<file path="config.mk">
export PLATFORM = sky130hd
export DESIGN_NAME = unidade_writeback_flat
export DESIGN_NICKNAME = d
export VERILOG_FILES = /design/src/rtl/unidade_writeback_pkg.sv /design/src/rtl/unidade_writeback_if.sv /design/src/rtl/unidade_writeback_fila.sv /design/src/rtl/unidade_writeback.sv /design/src/flat_wrapper.sv
export SDC_FILE = /design/constraint.sdc
export NUM_CORES = 1
export LEC_CHECK = 0
export BUFFER_PORTS_ARGS = -buffer_cell sky130_fd_sc_hd__buf_2
export CAP_MARGIN = 20
export CORE_UTILIZATION = 52
export DETAILED_ROUTE_END_ITERATION = 10
export PLACE_DENSITY = 0.72
export SLEW_MARGIN = 10
export SYNTH_ARGS = -nofsm -noshare
export SYNTH_HDL_FRONTEND = slang
export SYNTH_SLANG_ARGS = --single-unit
</file>
<file path="constraint.sdc">
create_clock -name clock -period 3.8 [get_ports clock]
set_input_delay 0.38 -clock clock [delete_from_list [all_inputs] [get_ports clock]]
set_output_delay 0.38 -clock clock [all_outputs]
set_load 0.05 [all_outputs]
</file>
<file path="src/rtl/unidade_writeback_pkg.sv">
// Shared types and constants for the register-file write-back unit.
package unidade_writeback_pkg;

    localparam int unsigned LARGURA_DADO = 32;
    localparam int unsigned LARGURA_END  = 5;

    localparam logic [LARGURA_END-1:0] REG_ZERO = LARGURA_END'(0);

    // One queued register-file write.
    typedef struct packed {
        logic                    valido;
        logic [LARGURA_END-1:0]  rd;
        logic [LARGURA_DADO-1:0] dado;
    } entrada_t;

endpackage

</file>
<file path="src/rtl/unidade_writeback_if.sv">
// Bundle of the write-back unit's handshake, register-file and scoreboard signals.
//   slave  : the write-back unit (consumes results, drives the register file port)
//   master : producers / decode / register file side
interface unidade_writeback_if #(
    parameter int unsigned PROFUNDIDADE = 4
) ();
    import unidade_writeback_pkg::*;

    localparam int unsigned LARGURA_OCUP = $clog2(PROFUNDIDADE) + 1;

    logic                    alu_valido;
    logic                    alu_pronto;
    logic [LARGURA_END-1:0]  alu_rd;
    logic [LARGURA_DADO-1:0] alu_dado;

    logic                    mem_valido;
    logic                    mem_pronto;
    logic [LARGURA_END-1:0]  mem_rd;
    logic [LARGURA_DADO-1:0] mem_dado;

    logic                    RegWrite;
    logic [LARGURA_END-1:0]  r3;
    logic [LARGURA_DADO-1:0] dado_escrita;

    logic [LARGURA_END-1:0]  consulta_rs;
    logic [LARGURA_END-1:0]  consulta_rt;
    logic                    pendente_rs;
    logic                    pendente_rt;
    logic [LARGURA_OCUP-1:0] ocupacao;

    modport slave (
        input  alu_valido, alu_rd, alu_dado,
        input  mem_valido, mem_rd, mem_dado,
        input  consulta_rs, consulta_rt,
        output alu_pronto, mem_pronto,
        output RegWrite, r3, dado_escrita,
        output pendente_rs, pendente_rt, ocupacao
    );

    modport master (
        output alu_valido, alu_rd, alu_dado,
        output mem_valido, mem_rd, mem_dado,
        output consulta_rs, consulta_rt,
        input  alu_pronto, mem_pronto,
        input  RegWrite, r3, dado_escrita,
        input  pendente_rs, pendente_rt, ocupacao
    );

endinterface

</file>
<file path="src/rtl/unidade_writeback_fila.sv">
// fila_writeback: in-order write FIFO with two ordered push slots and one pop.
//   clock, reset            : clock, synchronous active-high reset
//   push0_i/entrada0_i      : first (older) push slot
//   push1_i/entrada1_i      : second push slot, only meaningful with push0_i
//   pop_i                   : remove head (caller guarantees non-empty)
//   cabeca_rd_o/dado_o      : head entry
//   ocupacao_o              : entry count
//   valido_o/rd_o           : per-slot valid bit and destination for the scoreboard
module fila_writeback
    import unidade_writeback_pkg::*;
#(
    parameter int unsigned PROFUNDIDADE = 4
) (
    input  logic                                     clock,
    input  logic                                     reset,
    input  logic                                     push0_i,
    input  entrada_t                                 entrada0_i,
    input  logic                                     push1_i,
    input  entrada_t                                 entrada1_i,
    input  logic                                     pop_i,
    output logic [LARGURA_END-1:0]                   cabeca_rd_o,
    output logic [LARGURA_DADO-1:0]                  cabeca_dado_o,
    output logic [$clog2(PROFUNDIDADE):0]            ocupacao_o,
    output logic [PROFUNDIDADE-1:0]                  valido_o,
    output logic [PROFUNDIDADE-1:0][LARGURA_END-1:0] rd_o
);

    localparam int unsigned LP = $clog2(PROFUNDIDADE);
    localparam int unsigned LO = LP + 1;
    localparam int unsigned LS = LO + 1;

    entrada_t          fila_q [PROFUNDIDADE];
    logic [LP-1:0]     rd_ptr_q, rd_ptr_d;
    logic [LP-1:0]     wr_ptr_q, wr_ptr_d, wr_ptr_seg;
    logic [LO-1:0]     ocup_q, ocup_d;
    logic [LS-1:0]     soma;

    // Pointer / count next-state; power-of-two depth makes pointer wrap free.
    always_comb begin
        wr_ptr_seg = wr_ptr_q + LP'(1);
        rd_ptr_d   = pop_i ? rd_ptr_q + LP'(1) : rd_ptr_q;
        wr_ptr_d   = wr_ptr_q + LP'(push0_i) + LP'(push1_i);
        soma       = LS'(ocup_q) + LS'(push0_i) + LS'(push1_i) - LS'(pop_i);
        ocup_d     = soma[LO-1:0];
    end

    // Storage; a push into the slot being popped (full case) wins over the valid clear.
    always_ff @(posedge clock) begin
        if (reset) begin
            rd_ptr_q <= '0;
            wr_ptr_q <= '0;
            ocup_q   <= '0;
            for (int unsigned i = 0; i < PROFUNDIDADE; i++) begin
                fila_q[i] <= '0;
            end
        end else begin
            rd_ptr_q <= rd_ptr_d;
            wr_ptr_q <= wr_ptr_d;
            ocup_q   <= ocup_d;
            if (pop_i) begin
                fila_q[rd_ptr_q].valido <= 1'b0;
            end
            if (push0_i) begin
                fila_q[wr_ptr_q] <= entrada0_i;
            end
            if (push1_i) begin
                fila_q[wr_ptr_seg] <= entrada1_i;
            end
        end
    end

    // Count must never pass the depth.
    always_ff @(posedge clock) begin
        if (!reset) begin
            assert (soma <= LS'(PROFUNDIDADE));
        end
    end

    always_comb begin
        cabeca_rd_o   = fila_q[rd_ptr_q].rd;
        cabeca_dado_o = fila_q[rd_ptr_q].dado;
        ocupacao_o    = ocup_q;
        for (int unsigned i = 0; i < PROFUNDIDADE; i++) begin
            valido_o[i] = fila_q[i].valido;
            rd_o[i]     = fila_q[i].rd;
        end
    end

endmodule

</file>
<file path="src/rtl/unidade_writeback.sv">
// unidade_writeback: accepts ALU and load results, queues them in order and
// drives the register-file write port at one write per clock, with a
// pending-destination scoreboard for decode.
//   clock, reset : clock, synchronous active-high reset
//   bus (slave)  : alu/mem valid-ready inputs, RegWrite/r3/dado_escrita,
//                  consulta_rs/rt -> pendente_rs/rt, ocupacao
module unidade_writeback
    import unidade_writeback_pkg::*;
#(
    parameter int unsigned PROFUNDIDADE = 4
) (
    input  logic                 clock,
    input  logic                 reset,
    unidade_writeback_if.slave   bus
);

    localparam int unsigned LO = $clog2(PROFUNDIDADE) + 1;

    logic [LO-1:0]                          ocupacao;
    logic [LO-1:0]                          livre;
    logic                                   mem_pronto, alu_pronto;
    logic                                   mem_push, alu_push, pop;
    entrada_t                               entrada_mem, entrada_alu;
    entrada_t                               entrada0, entrada1;
    logic [LARGURA_END-1:0]                 cabeca_rd;
    logic [LARGURA_DADO-1:0]                cabeca_dado;
    logic [PROFUNDIDADE-1:0]                valido_fila;
    logic [PROFUNDIDADE-1:0][LARGURA_END-1:0] rd_fila;

    logic                    regwrite_q, regwrite_d;
    logic [LARGURA_END-1:0]  r3_q, r3_d;
    logic [LARGURA_DADO-1:0] dado_q, dado_d;

    // Readiness uses the pre-edge count, so a same-edge pop is never credited.
    // When a real load also arrives the ALU needs room for two entries.
    always_comb begin
        livre      = LO'(PROFUNDIDADE) - ocupacao;
        mem_pronto = (livre != '0);
        if (bus.mem_valido && (bus.mem_rd != REG_ZERO)) begin
            alu_pronto = (livre >= LO'(2));
        end else begin
            alu_pronto = (livre != '0);
        end
    end

    // Handshake + $zero filter; the load is older, so it takes slot 0.
    always_comb begin
        mem_push    = bus.mem_valido && mem_pronto && (bus.mem_rd != REG_ZERO);
        alu_push    = bus.alu_valido && alu_pronto && (bus.alu_rd != REG_ZERO);
        entrada_mem = '{valido: 1'b1, rd: bus.mem_rd, dado: bus.mem_dado};
        entrada_alu = '{valido: 1'b1, rd: bus.alu_rd, dado: bus.alu_dado};
        entrada0    = mem_push ? entrada_mem : entrada_alu;
        entrada1    = entrada_alu;
        pop         = (ocupacao != '0);
    end

    fila_writeback #(
        .PROFUNDIDADE (PROFUNDIDADE)
    ) u_fila (
        .clock         (clock),
        .reset         (reset),
        .push0_i       (mem_push || alu_push),
        .entrada0_i    (entrada0),
        .push1_i       (mem_push && alu_push),
        .entrada1_i    (entrada1),
        .pop_i         (pop),
        .cabeca_rd_o   (cabeca_rd),
        .cabeca_dado_o (cabeca_dado),
        .ocupacao_o    (ocupacao),
        .valido_o      (valido_fila),
        .rd_o          (rd_fila)
    );

    // Write port: one pulse per popped entry, address/data hold otherwise.
    always_comb begin
        regwrite_d = pop;
        r3_d       = r3_q;
        dado_d     = dado_q;
        if (pop) begin
            r3_d   = cabeca_rd;
            dado_d = cabeca_dado;
        end
    end

    always_ff @(posedge clock) begin
        if (reset) begin
            regwrite_q <= 1'b0;
            r3_q       <= '0;
            dado_q     <= '0;
        end else begin
            regwrite_q <= regwrite_d;
            r3_q       <= r3_d;
            dado_q     <= dado_d;
        end
    end

    // Scoreboard over queued entries only: the popped entry already has its valid cleared.
    always_comb begin
        bus.pendente_rs = 1'b0;
        bus.pendente_rt = 1'b0;
        for (int unsigned i = 0; i < PROFUNDIDADE; i++) begin
            if (valido_fila[i] && (rd_fila[i] == bus.consulta_rs)) bus.pendente_rs = 1'b1;
            if (valido_fila[i] && (rd_fila[i] == bus.consulta_rt)) bus.pendente_rt = 1'b1;
        end
        if (bus.consulta_rs == REG_ZERO) bus.pendente_rs = 1'b0;
        if (bus.consulta_rt == REG_ZERO) bus.pendente_rt = 1'b0;
    end

    assign bus.mem_pronto   = mem_pronto;
    assign bus.alu_pronto   = alu_pronto;
    assign bus.RegWrite     = regwrite_q;
    assign bus.r3           = r3_q;
    assign bus.dado_escrita = dado_q;
    assign bus.ocupacao     = ocupacao;

endmodule

</file>
<file path="src/flat_wrapper.sv">
// flat-port wrapper written by rule: the top's interface ports become plain ports
module unidade_writeback_flat import unidade_writeback_pkg::*;
#(
    parameter int unsigned PROFUNDIDADE = 4
)
  (clock, reset, bus_alu_valido, bus_alu_rd, bus_alu_dado, bus_mem_valido, bus_mem_rd, bus_mem_dado, bus_consulta_rs, bus_consulta_rt, bus_alu_pronto, bus_mem_pronto, bus_RegWrite, bus_r3, bus_dado_escrita, bus_pendente_rs, bus_pendente_rt, bus_ocupacao);
  unidade_writeback_if #(.PROFUNDIDADE(PROFUNDIDADE)) bus_i ();
  input  logic clock;
  input  logic reset;
  input wire logic [$bits(bus_i.alu_valido)-1:0] bus_alu_valido;
  input wire logic [$bits(bus_i.alu_rd)-1:0] bus_alu_rd;
  input wire logic [$bits(bus_i.alu_dado)-1:0] bus_alu_dado;
  input wire logic [$bits(bus_i.mem_valido)-1:0] bus_mem_valido;
  input wire logic [$bits(bus_i.mem_rd)-1:0] bus_mem_rd;
  input wire logic [$bits(bus_i.mem_dado)-1:0] bus_mem_dado;
  input wire logic [$bits(bus_i.consulta_rs)-1:0] bus_consulta_rs;
  input wire logic [$bits(bus_i.consulta_rt)-1:0] bus_consulta_rt;
  output wire logic [$bits(bus_i.alu_pronto)-1:0] bus_alu_pronto;
  output wire logic [$bits(bus_i.mem_pronto)-1:0] bus_mem_pronto;
  output wire logic [$bits(bus_i.RegWrite)-1:0] bus_RegWrite;
  output wire logic [$bits(bus_i.r3)-1:0] bus_r3;
  output wire logic [$bits(bus_i.dado_escrita)-1:0] bus_dado_escrita;
  output wire logic [$bits(bus_i.pendente_rs)-1:0] bus_pendente_rs;
  output wire logic [$bits(bus_i.pendente_rt)-1:0] bus_pendente_rt;
  output wire logic [$bits(bus_i.ocupacao)-1:0] bus_ocupacao;
  assign bus_i.alu_valido = bus_alu_valido;
  assign bus_i.alu_rd = bus_alu_rd;
  assign bus_i.alu_dado = bus_alu_dado;
  assign bus_i.mem_valido = bus_mem_valido;
  assign bus_i.mem_rd = bus_mem_rd;
  assign bus_i.mem_dado = bus_mem_dado;
  assign bus_i.consulta_rs = bus_consulta_rs;
  assign bus_i.consulta_rt = bus_consulta_rt;
  assign bus_alu_pronto = bus_i.alu_pronto;
  assign bus_mem_pronto = bus_i.mem_pronto;
  assign bus_RegWrite = bus_i.RegWrite;
  assign bus_r3 = bus_i.r3;
  assign bus_dado_escrita = bus_i.dado_escrita;
  assign bus_pendente_rs = bus_i.pendente_rs;
  assign bus_pendente_rt = bus_i.pendente_rt;
  assign bus_ocupacao = bus_i.ocupacao;
  unidade_writeback #(.PROFUNDIDADE(PROFUNDIDADE)) u_core (.clock(clock), .reset(reset), .bus(bus_i));
endmodule
</file>
======== Word-level counts from Yosys, hierarchy flattened ========
Memories as Yosys holds them, arrays and structs flattened. A register that Yosys moved wholly into a read port is not among the register bits.
Index checks and enable logic that the tools add are counted.
word-level totals
  memories kept ........................... 1
  output and inout port bits .............. 45
  memory bits (writable) .................. 152
  word-level logic and storage cells ...... 78
  bits in registers ....................... 8
cells by class
  multiplexer cells ....................... 32
  $add $sub $neg .......................... 8
  reductions and logical operators ........ 24
  equal/unequal tests ..................... 8
  $lt $le $gt $ge ......................... 1
memories
  name                  words  bits a word  read ports  clocked after Yosys merged registers in  wr ports  line                          RTL
  u_core.u_fila.fila_q  4      38           5           1                                        4         unidade_writeback_fila.sv:32  entrada_t fila_q [PROFUNDIDADE];
operator list
  operator             count
  $mux 38              3
  $reduce_or 38->1     3
  $eq 5x5->1           8
  $mux 37              1
  $mux 1               24
  $logic_and 1x1->1    14
  $logic_not 5->1      2
  $reduce_bool 5->1    2
  $mux 2               4
  $add 3x1->3          2
  $reduce_bool 3->1    2
  $add 2x1->2          2
  $add 2x1->2 const B  2
  $ge 3x2->1 const B   1
  $sub 3x1->3          1
  $sub 3x3->3 const A  1
  $logic_or 1x1->1     1

======== Depth between registers and ports, before layout ========
Gate-level depths: netlist of the first run.
  depth in word-level cells ............... 11
  mapped depth ............................ 13

======== Modules after synthesis ========
Synthesis of the first run repeated with hierarchy kept, for this count alone.
unflattened totals
  cell total of the unflattened synthesis .. 713
  area total of the unflattened synthesis .. 10177.3 um^2
modules (own cells, without submodules)
  module             times used  cells an instance  area each (um^2)
  fila_writeback     1           458                7697.4
  unidade_writeback  1           255                2479.9

======== Least setup slack after synthesis of the first run ========
No wires, ideal clock.
  path type ............................... flip-flop to flip-flop
  start ................................... register u_core.u_fila.ocup_q[1] (netlist: u_core.u_fila.ocupacao_o[1])
  end ..................................... memory u_core.u_fila.fila_q[1][0] in the netlist's numbering, enable pin
  period minus slack after synthesis ...... 4.464 ns
  buffers on the path ..................... 1
  path slack .............................. -0.664 ns
  data arrival time ....................... 4.015 ns
  stages on the path, launching flop included .. 8
  library setup time ...................... 0.448 ns
  path through ............................ dfxtp_1 -> inv_1 -> ha_1 -> ha_1 -> inv_1 -> nand4_4 -> buf_8 -> o221ai_1
RTL lines
  element                 line                          RTL
  start, declared         unidade_writeback_fila.sv:35  logic [LO-1:0] ocup_q, ocup_d;
  start signal, assigned  unidade_writeback_fila.sv:59  ocup_q <= ocup_d;
  end, declared           unidade_writeback_fila.sv:32

==> results.yml, run 1 <==
power_and_ir_drop:
  irDropWorstVdd_mv: 0.479
  p_leak_nw: 4.29
  seqPwrFrac_pct: 39.1
  clkPwrFrac_pct: 21.6
  p_switching_w: 0.00352
  power.density_nw_per_um2: 816
  p_comb_share_pct: 39.3
  cell_internal_pwr_w: 0.00561
  switching_share_pct: 38.5
synth:
  ys.flop_type: "edfxtp_1"
  synthTopCellsByArea: "edfxtp_1 (47%), a22o_1 (14%), dfxtp_1 (10%)"
  async_flop_share_pct: 0
  synth-compound-area-share_pct: 18.4
  synthAdderAreaFrac_pct: 1.29
  synth_edf_count: 148
  synthMuxAreaShare_pct: 8.91
  yosys_warnings: 0
  synth_area_leader_cell: "edfxtp_1"
  ys_seq_elements: 197
  synth.top_cell.area_share_pct: 46.8
  synth_top_family_by_area: "compound AO/OA/AOI/OAI gates"
  synth_cell_types: 46
  synth_xor_area_share_pct: 4.06
  syn_nets: 799
  netlist_area_um2: 9500
  avgSynthCellArea_um2: 13.5
  synthTopCellsByCount: "a22o_1 (148), edfxtp_1 (148), nand2_1 (79)"
  yosysSeqAreaShare_pct: 57.1
  syn_inst: 703
  yosys.area_share.simple_pct: 6.49
detailed_routing:
  drt_wl_total_mm: 25.5
  ant_nets: 0
  drt_iter0_drc: 677
  first_pass_iters: 5
  drc: 0
  via_per_inst: 6.50
  post_drt_wl_per_cell_um: 24.2
  vias: 6849
sta:
  fmax_mhz: 318
  rsz0062_at_grt: "false"
  slew_viol_final: 0
  slew_headroom_pct: 46.6
  finalSetupTns_ps: 0
  setup_viol: 0
  max_slew.worst_pin.slew_ps: 801
  skew_ps: 9.09
  fin_crit_sh_pct: 82.7
  period_minus_slack_ps: 3140
  hold_viol: 0
finish:
  fill_cells: 1393
  drive_above_1_share_pct: 29.6
  diodes: 0
  layout.nets: 908
  synthToLayoutAreaGrowth_pct: 17.6
  fin_cells: 1054
global_routing:
  grt_remaining_overflow: 0
  antenna_found_initial: 0
  grt_max_degree: 42
  grt_pass1_vias: 6953
  grt.total_usage_pct: 28.0
  grt_pass1_wl_mm: 38.6
floorplanning:
  die_h_um: 137
  fp.coreArea_um2: 18000
  die-area_um2: 18800
  num_io_pins: 133
  die_w_um: 137
  start_util_pct: 52.9
  core.rowCount: 49
clocking:
  cts_buffers: 17
  post_cts_buffers: 0
  cts_num_sinks: 197
  cts_resized: 0
  cts_buffer_depth: 2
  cts_tree: "yes"
  cts-root-buf: "clkbuf_16"
  ctsHtreeMaxLevel: 4
  insertion_delay_ps: 430
  clkTransAtPathRegs_ps: 70
  cts-hold-fix-buffers: 0
hold_path:
  hold_end: "u_core.u_fila.fila_q[0][20]$_DFFE_PP_"
  min_path_cells: 2
  worstHoldStart: "bus_alu_dado[20]"
  hold_class: "input port to flop"
placement:
  hpwl_mm: 16.3
  gp_congestion: 0.882
  io_buffers: 132
  placed_cells: 1022
setup_path:
  cp-end-kind: "flop"
  cp_max_fo: 20
  reg2reg_depth: 9
  cp.required_ps: 3990
  r2r_start: "u_core.u_fila.ocupacao_o[1]$_SDFF_PP0_"
  ff2ff_setup_slack_ps: 660
  cp_data_arrival_time_ps: 3330
  rr_endpoint: "u_core.u_fila.fila_q[2][14]$_DFFE_PP_"
  path_class: "flop to flop"
  cp-start-kind: "flop"
run_status:
  status: "finished, final reports clean"
job:
  drv_cap: 0
## state kept, by name, indices dropped and copies added (netlist names)
signal,cells
u_core.bus.RegWrite,1
u_core.bus.dado_escrita,32
u_core.bus.r3,5
u_core.u_fila.fila_q,152
u_core.u_fila.ocupacao_o,3
u_core.u_fila.rd_ptr_q,2
u_core.u_fila.wr_ptr_q,2
## how the worst max path moves through the flow
stage | startpoint | endpoint | slack [ps]
detailed placement | u_core.u_fila.ocupacao_o[1]$_SDFF_PP0_ | u_core.u_fila.fila_q[2][14]$_DFFE_PP_ | 640
finish | u_core.u_fila.ocupacao_o[1]$_SDFF_PP0_ | u_core.u_fila.fila_q[2][14]$_DFFE_PP_ | 660
CTS | u_core.u_fila.ocupacao_o[1]$_SDFF_PP0_ | u_core.u_fila.fila_q[2][14]$_DFFE_PP_ | 640
global route | u_core.u_fila.ocupacao_o[1]$_SDFF_PP0_ | u_core.u_fila.fila_q[2][1]$_DFFE_PP_ | 440
global placement | u_core.u_fila.ocupacao_o[1]$_SDFF_PP0_ | u_core.u_fila.fila_q[3][35]$_DFFE_PP_ | 620
floorplan | u_core.u_fila.ocupacao_o[1]$_SDFF_PP0_ | u_core.u_fila.fila_q[0][0]$_DFFE_PP_ | -650
## cell families (layout without fill, tap and decap cells)
kind of cell	count (synthesis)	after routing
AO/OA/AOI/OAI	212	212
XOR/XNOR	44	44
adder cells (fa/ha/maj)	8	8
buffers and inverters	72	194
flip-flops	197	197
multiplexers	38	38
AND/OR/NAND/NOR	132	132
## area by class of cell
| class | count | area, um^2 | area share, % |
|---|---|---|---|
| Multi-Input combinational cell | 434 | 3840 | 34.4 |
| Clock buffer | 17 | 425 | 3.81 |
| Sequential cell | 197 | 5430 | 48.6 |
| Clock inverter | 15 | 223 | 1.99 |
| Inverter | 10 | 37.5 | 0.336 |
| Timing Repair Buffer | 152 | 933 | 8.35 |
| Tap cell | 229 | 287 | 2.56 |
## power groups by stage
stage | clock network, W | registers (W) | logic [W]
4_1_cts | 0.00198 | 0.00357 | 0.00359
3_3_place_gp | 0 | 0.00362 | 0.00339
5_1_grt | 0.00206 | 0.00363 | 0.00382
2_1_floorplan | 0 | 0.00405 | 0.00205
3_5_place_dp | 0 | 0.00361 | 0.00358
6_report | 0.00197 | 0.00357 | 0.00358
## placed cells by master (no fill, tap or decap), types with 4 or more instances in the layout
cell,n
o221ai_4,4
o22ai_4,4
inv_6,4
edfxtp_1,148
nor2_4,4
inv_1,10
ha_1,4
nand3_1,10
nor2_1,11
mux4_2,37
buf_2,132
or3_1,4
nor4_1,8
buf_4,12
a22o_1,148
buf_12,5
nand2_1,79
xnor2_1,11
a21oi_1,38
xor2_1,33
dfxtp_1,47
clkbuf_16,17
bufinv_16,4
## per-layer routing
metal  GRT usage [%]  up-vias  routed length, um
met1            35.5     3464               9840
met4            9.34        0                460
met5               0        -                  0
met2            48.5      365              13200
met3            5.00       37               2020
li1                -     2983                  -
## worst max-delay path, stage by stage (launching register included)
cell     delay (ps)
dfxtp_1         390
inv_1           100
ha_1            220
ha_2            330
nor3b_1         400
nor2_1          110
mux2i_2         510
o22ai_4         380
buf_16          280
a22o_1          190
## through the flow
| stage | cell area (um^2) | power (W) | util, % | hold slack (ps) | setup slack, ps |
|---|---|---|---|---|---|
| 4_1_cts | 11200 | 0.00914 | 62.2 | 269 | 641 |
| 3_3_place_gp | 10400 | 0.00701 | 57.9 | 445 | 621 |
| 3_5_place_dp | 10500 | 0.00719 | 58.6 | 450 | 641 |
| 5_1_grt | 11200 | 0.00951 | 62.2 | 271 | 440 |
| 6_report | 11200 | 0.00912 | 62.2 | 280 | 656 |
| 2_1_floorplan | 9530 | 0.00610 | - | 521 | -651 |
Note: power is estimated with default switching activity, not from simulation.
==> run 2: changes to the inputs <==
--- a/config.mk
+++ b/config.mk
@@ -5,9 +5,10 @@
 export SDC_FILE = /design/constraint.sdc
 export NUM_CORES = 1
 export LEC_CHECK = 0
+export ABC_AREA = 1
 export BUFFER_PORTS_ARGS = -buffer_cell sky130_fd_sc_hd__buf_2
 export CAP_MARGIN = 20
-export CORE_UTILIZATION = 52
+export CORE_UTILIZATION = 55
 export DETAILED_ROUTE_END_ITERATION = 10
 export PLACE_DENSITY = 0.72
 export SLEW_MARGIN = 10
==> constraint.sdc (replaced) <==
create_clock -name clock -period 3.1 [get_ports clock]
set_input_delay 0.31 -clock clock [delete_from_list [all_inputs] [get_ports clock]]
set_output_delay 0.31 -clock clock [all_outputs]
set_load 0.05 [all_outputs]
==> run 2 against run 1 <==
  * Wire length up 30%
  * Die area up 13%
  * Critical endpoint is now u_core.u_fila.ocupacao_o[1]$_SDFF_PP0_
  * Sequential power is 13% higher
  * Flip-flop and latch count stayed put
  * Area after synthesis up 19%
  * Final cell count grew 63%
  * Global-route usage grew 3.0 points
  * Register-to-register slack lost 480 ps
  * Clock-buffer cell count up 1
  * Sequential share of layout area shrank 5.7 points
==> results.yml, run 2 <==
setup_path:
  cp.required_ps: 3430
  rr_endpoint: "u_core.u_fila.ocupacao_o[1]$_SDFF_PP0_"
  path_class: "flop to flop"
  critical-path-slowest-cell: "fa_1"
  crit_chain: "inv_2 > ha_2 > ha_2 > inv_1 > nor3_1 > nand3_1 > nand3_2 > nor2_4 > inv_1 > ha_1 > fa_1 > inv_1 > fa_1 > inv_1 > nor2_1"
  critPathMostFrequentCell: "inv_1"
  cp-end-kind: "flop"
  r2r_start: "u_core.u_fila.ocupacao_o[1]$_SDFF_PP0_"
  cp_max_fo: 4
  cp_data_arrival_time_ps: 3260
  reg2reg_depth: 15
  path_delay_family: "adder cells"
  cp-start-kind: "flop"
  cp_num_buf_inv: 5
  ff2ff_setup_slack_ps: 170
  cp_slowest_stage_delay_ps: 420
power_and_ir_drop:
  power.density_nw_per_um2: 909
  cell_internal_pwr_w: 0.00606
  p_leak_nw: 5.65
  p_switching_w: 0.00546
  switching_share_pct: 47.4
  seqPwrFrac_pct: 35.0
  p_comb_share_pct: 46.7
  irDropWorstVdd_mv: 0.561
  clkPwrFrac_pct: 18.2
synth:
  synth_edf_count: 148
  synth_cell_types: 32
  ys_seq_elements: 197
  synth.top_cell.area_share_pct: 39.2
  synth_area_leader_cell: "edfxtp_1"
  syn_inst: 1392
  avgSynthCellArea_um2: 8.15
  syn_nets: 1488
  yosys_warnings: 0
  synth.most_common_cell: "nand2_1"
  yosysSeqAreaShare_pct: 47.8
  synthTopCellsByArea: "edfxtp_1 (39%), nand4_1 (16%), nand2_1 (11%)"
  async_flop_share_pct: 0
  synthTopCellsByCount: "nand2_1 (323), nand4_1 (299), edfxtp_1 (148)"
  ys.flop_type: "edfxtp_1"
  netlist_area_um2: 11300
floorplanning:
  fp.coreArea_um2: 20200
  core.rowCount: 52
  start_util_pct: 56.1
  die_w_um: 146
  die_h_um: 146
  num_io_pins: 133
  die-area_um2: 21200
hold_path:
  min_path_cells: 2
  worstHoldStart: "reset"
  hold_class: "input port to flop"
  hold_end: "u_core.u_fila.ocupacao_o[1]$_SDFF_PP0_"
detailed_routing:
  post_drt_wl_per_cell_um: 19.3
  ant_nets: 0
  first_pass_iters: 6
  drt_wl_total_mm: 33.2
  drt_iter0_drc: 1111
  via_per_inst: 6.36
  drc: 0
  vias: 11000
clocking:
  cts_tree: "yes"
  cts_num_sinks: 197
  cts_buffers: 17
  insertion_delay_ps: 450
  clkTransAtPathRegs_ps: 70
  cts_buffer_depth: 2
  cts-root-buf: "clkbuf_16"
  ctsHtreeMaxLevel: 4
job:
  drv_cap: 0
sta:
  setup_viol: 0
  whs_ps: 225
  slew_headroom_pct: 44.9
  max_slew.worst_pin.slew_ps: 827
  slew_viol_final: 0
  hold_viol: 0
  skew_ps: 14.6
  period_minus_slack_ps: 2930
  fmax_mhz: 341
  fin_crit_sh_pct: 94.5
run_status:
  status: "finished, final reports clean"
finish:
  layout_common_cells: "nand2_1 (323), nand4_1 (299), edfxtp_1 (148)"
  largest_reg_flops: 152
  fin_cells: 1722
  synthToLayoutAreaGrowth_pct: 11.7
  drive_above_1_share_pct: 15.9
  top_register: "u_core.u_fila.fila_q"
  mostFrequentLayoutCell: "nand2_1"
  layout.nets: 1533
placement:
  hpwl_mm: 19.8
  gp_congestion: 0.963
  io_buffers: 132
  placed_cells: 1687
global_routing:
  grt_remaining_overflow: 0
  grt_pass1_wl_mm: 52.5
  grt_pass1_vias: 10200
  antenna_found_initial: 1
  grt.total_usage_pct: 31.1
  grt_max_degree: 153
run 2: cell count changes in the layout (fill, tap and decap cells not counted), moves of 37 or more:
cell | previous run | this run
a22o_1 | 148 | 0
mux4_2 | 37 | 0
nand2_1 | 79 | 323
nand3_1 | 10 | 92
nand4_1 | 2 | 299
nor2_1 | 11 | 91
o21ai_0 | 2 | 80
o22ai_1 | 3 | 45
run 2: cells by family after synthesis:
kind of cell / Yosys count / share of synthesized area [%]
AO/OA/AOI/OAI: 162 / 7.92
XOR/XNOR: 10 / 0.772
adder cells (fa/ha/maj): 8 / 1.08
buffers and inverters: 191 / 7.14
flip-flops: 197 / 47.8
AND/OR/NAND/NOR: 824 / 35.3
run 2: worst max path at each step:
stage / from / to / cells after the start
3_5_place_dp: u_core.u_fila.ocupacao_o[1]$_SDFF_PP0_ / u_core.u_fila.fila_q[0][16]$_DFFE_PP_ / 12
2_1_floorplan: u_core.u_fila.ocupacao_o[1]$_SDFF_PP0_ / u_core.u_fila.ocupacao_o[1]$_SDFF_PP0_ / 17
4_1_cts: u_core.u_fila.ocupacao_o[1]$_SDFF_PP0_ / u_core.u_fila.fila_q[0][14]$_DFFE_PP_ / 12
6_report: u_core.u_fila.ocupacao_o[1]$_SDFF_PP0_ / u_core.u_fila.ocupacao_o[1]$_SDFF_PP0_ / 15
3_3_place_gp: u_core.u_fila.ocupacao_o[1]$_SDFF_PP0_ / u_core.u_fila.fila_q[0][16]$_DFFE_PP_ / 12
5_1_grt: u_core.u_fila.ocupacao_o[1]$_SDFF_PP0_ / u_core.u_fila.ocupacao_o[1]$_SDFF_PP0_ / 15
run 2: repair_timing:
item                                    in CTS  in global routing
gates resized for setup                      0                  2
hold buffers                                 0                  0
endpoints found under the setup margin       0                119
setup buffers                                0                  0
run 2: final cells by class:
class | instances | area, um^2
fillers | 1803 | 7560
well taps | 270 | 338
inverters | 45 | 179
diodes | 2 | 5.00
clock buffers | 18 | 439
multi-input cells | 1004 | 5180
repair buffers | 172 | 982
flip-flops and latches | 197 | 5440
clock inverters | 14 | 116
run 2: power by group through the flow:
| stage | Sequential [W] | Clock (W) | Combinational, W |
|---|---|---|---|
| floorplan | 0.00495 | 0 | 0.00292 |
| global placement | 0.00407 | 0 | 0.00520 |
| detailed placement | 0.00408 | 0 | 0.00528 |
| CTS | 0.00403 | 0.00212 | 0.00530 |
| global route | 0.00411 | 0.00221 | 0.00582 |
| finish | 0.00403 | 0.00210 | 0.00538 |
run 2: worst register-to-register path: stages, from the launching register on:
cell and delay [ps]:
dfxtp_4 360, inv_2 80, ha_2 180, ha_2 270, inv_1 50, nor3_1 40
nand3_1 100, nand3_2 160, nor2_4 220, inv_1 70, ha_1 290, fa_1 380
inv_1 90, fa_1 420, inv_1 70, nor2_1 40
run 2: per-stage QoR:
step	TNS (ps)	utilization [%]	setup slack [ps]	area [um^2]	total power [W]
2_1_floorplan	0	-	14.7	11400	0.00786
3_3_place_gp	0	59.8	189	12100	0.00927
3_5_place_dp	0	59.8	117	12100	0.00936
4_1_cts	0	62.5	97.1	12700	0.0115
5_1_grt	-1.25	62.6	-1.25	12700	0.0121
6_report	0	62.6	171	12700	0.0115
run 2: routing by layer:
layer | track usage [%] | vias to the layer above | wire [um]
met1 | 40.6 | 5076 | 13400
met4 | 14.2 | 0 | 954
met2 | 51.7 | 612 | 16100
met3 | 3.95 | 79 | 2700
met5 | 0 | - | 0
li1 | - | 5187 | -
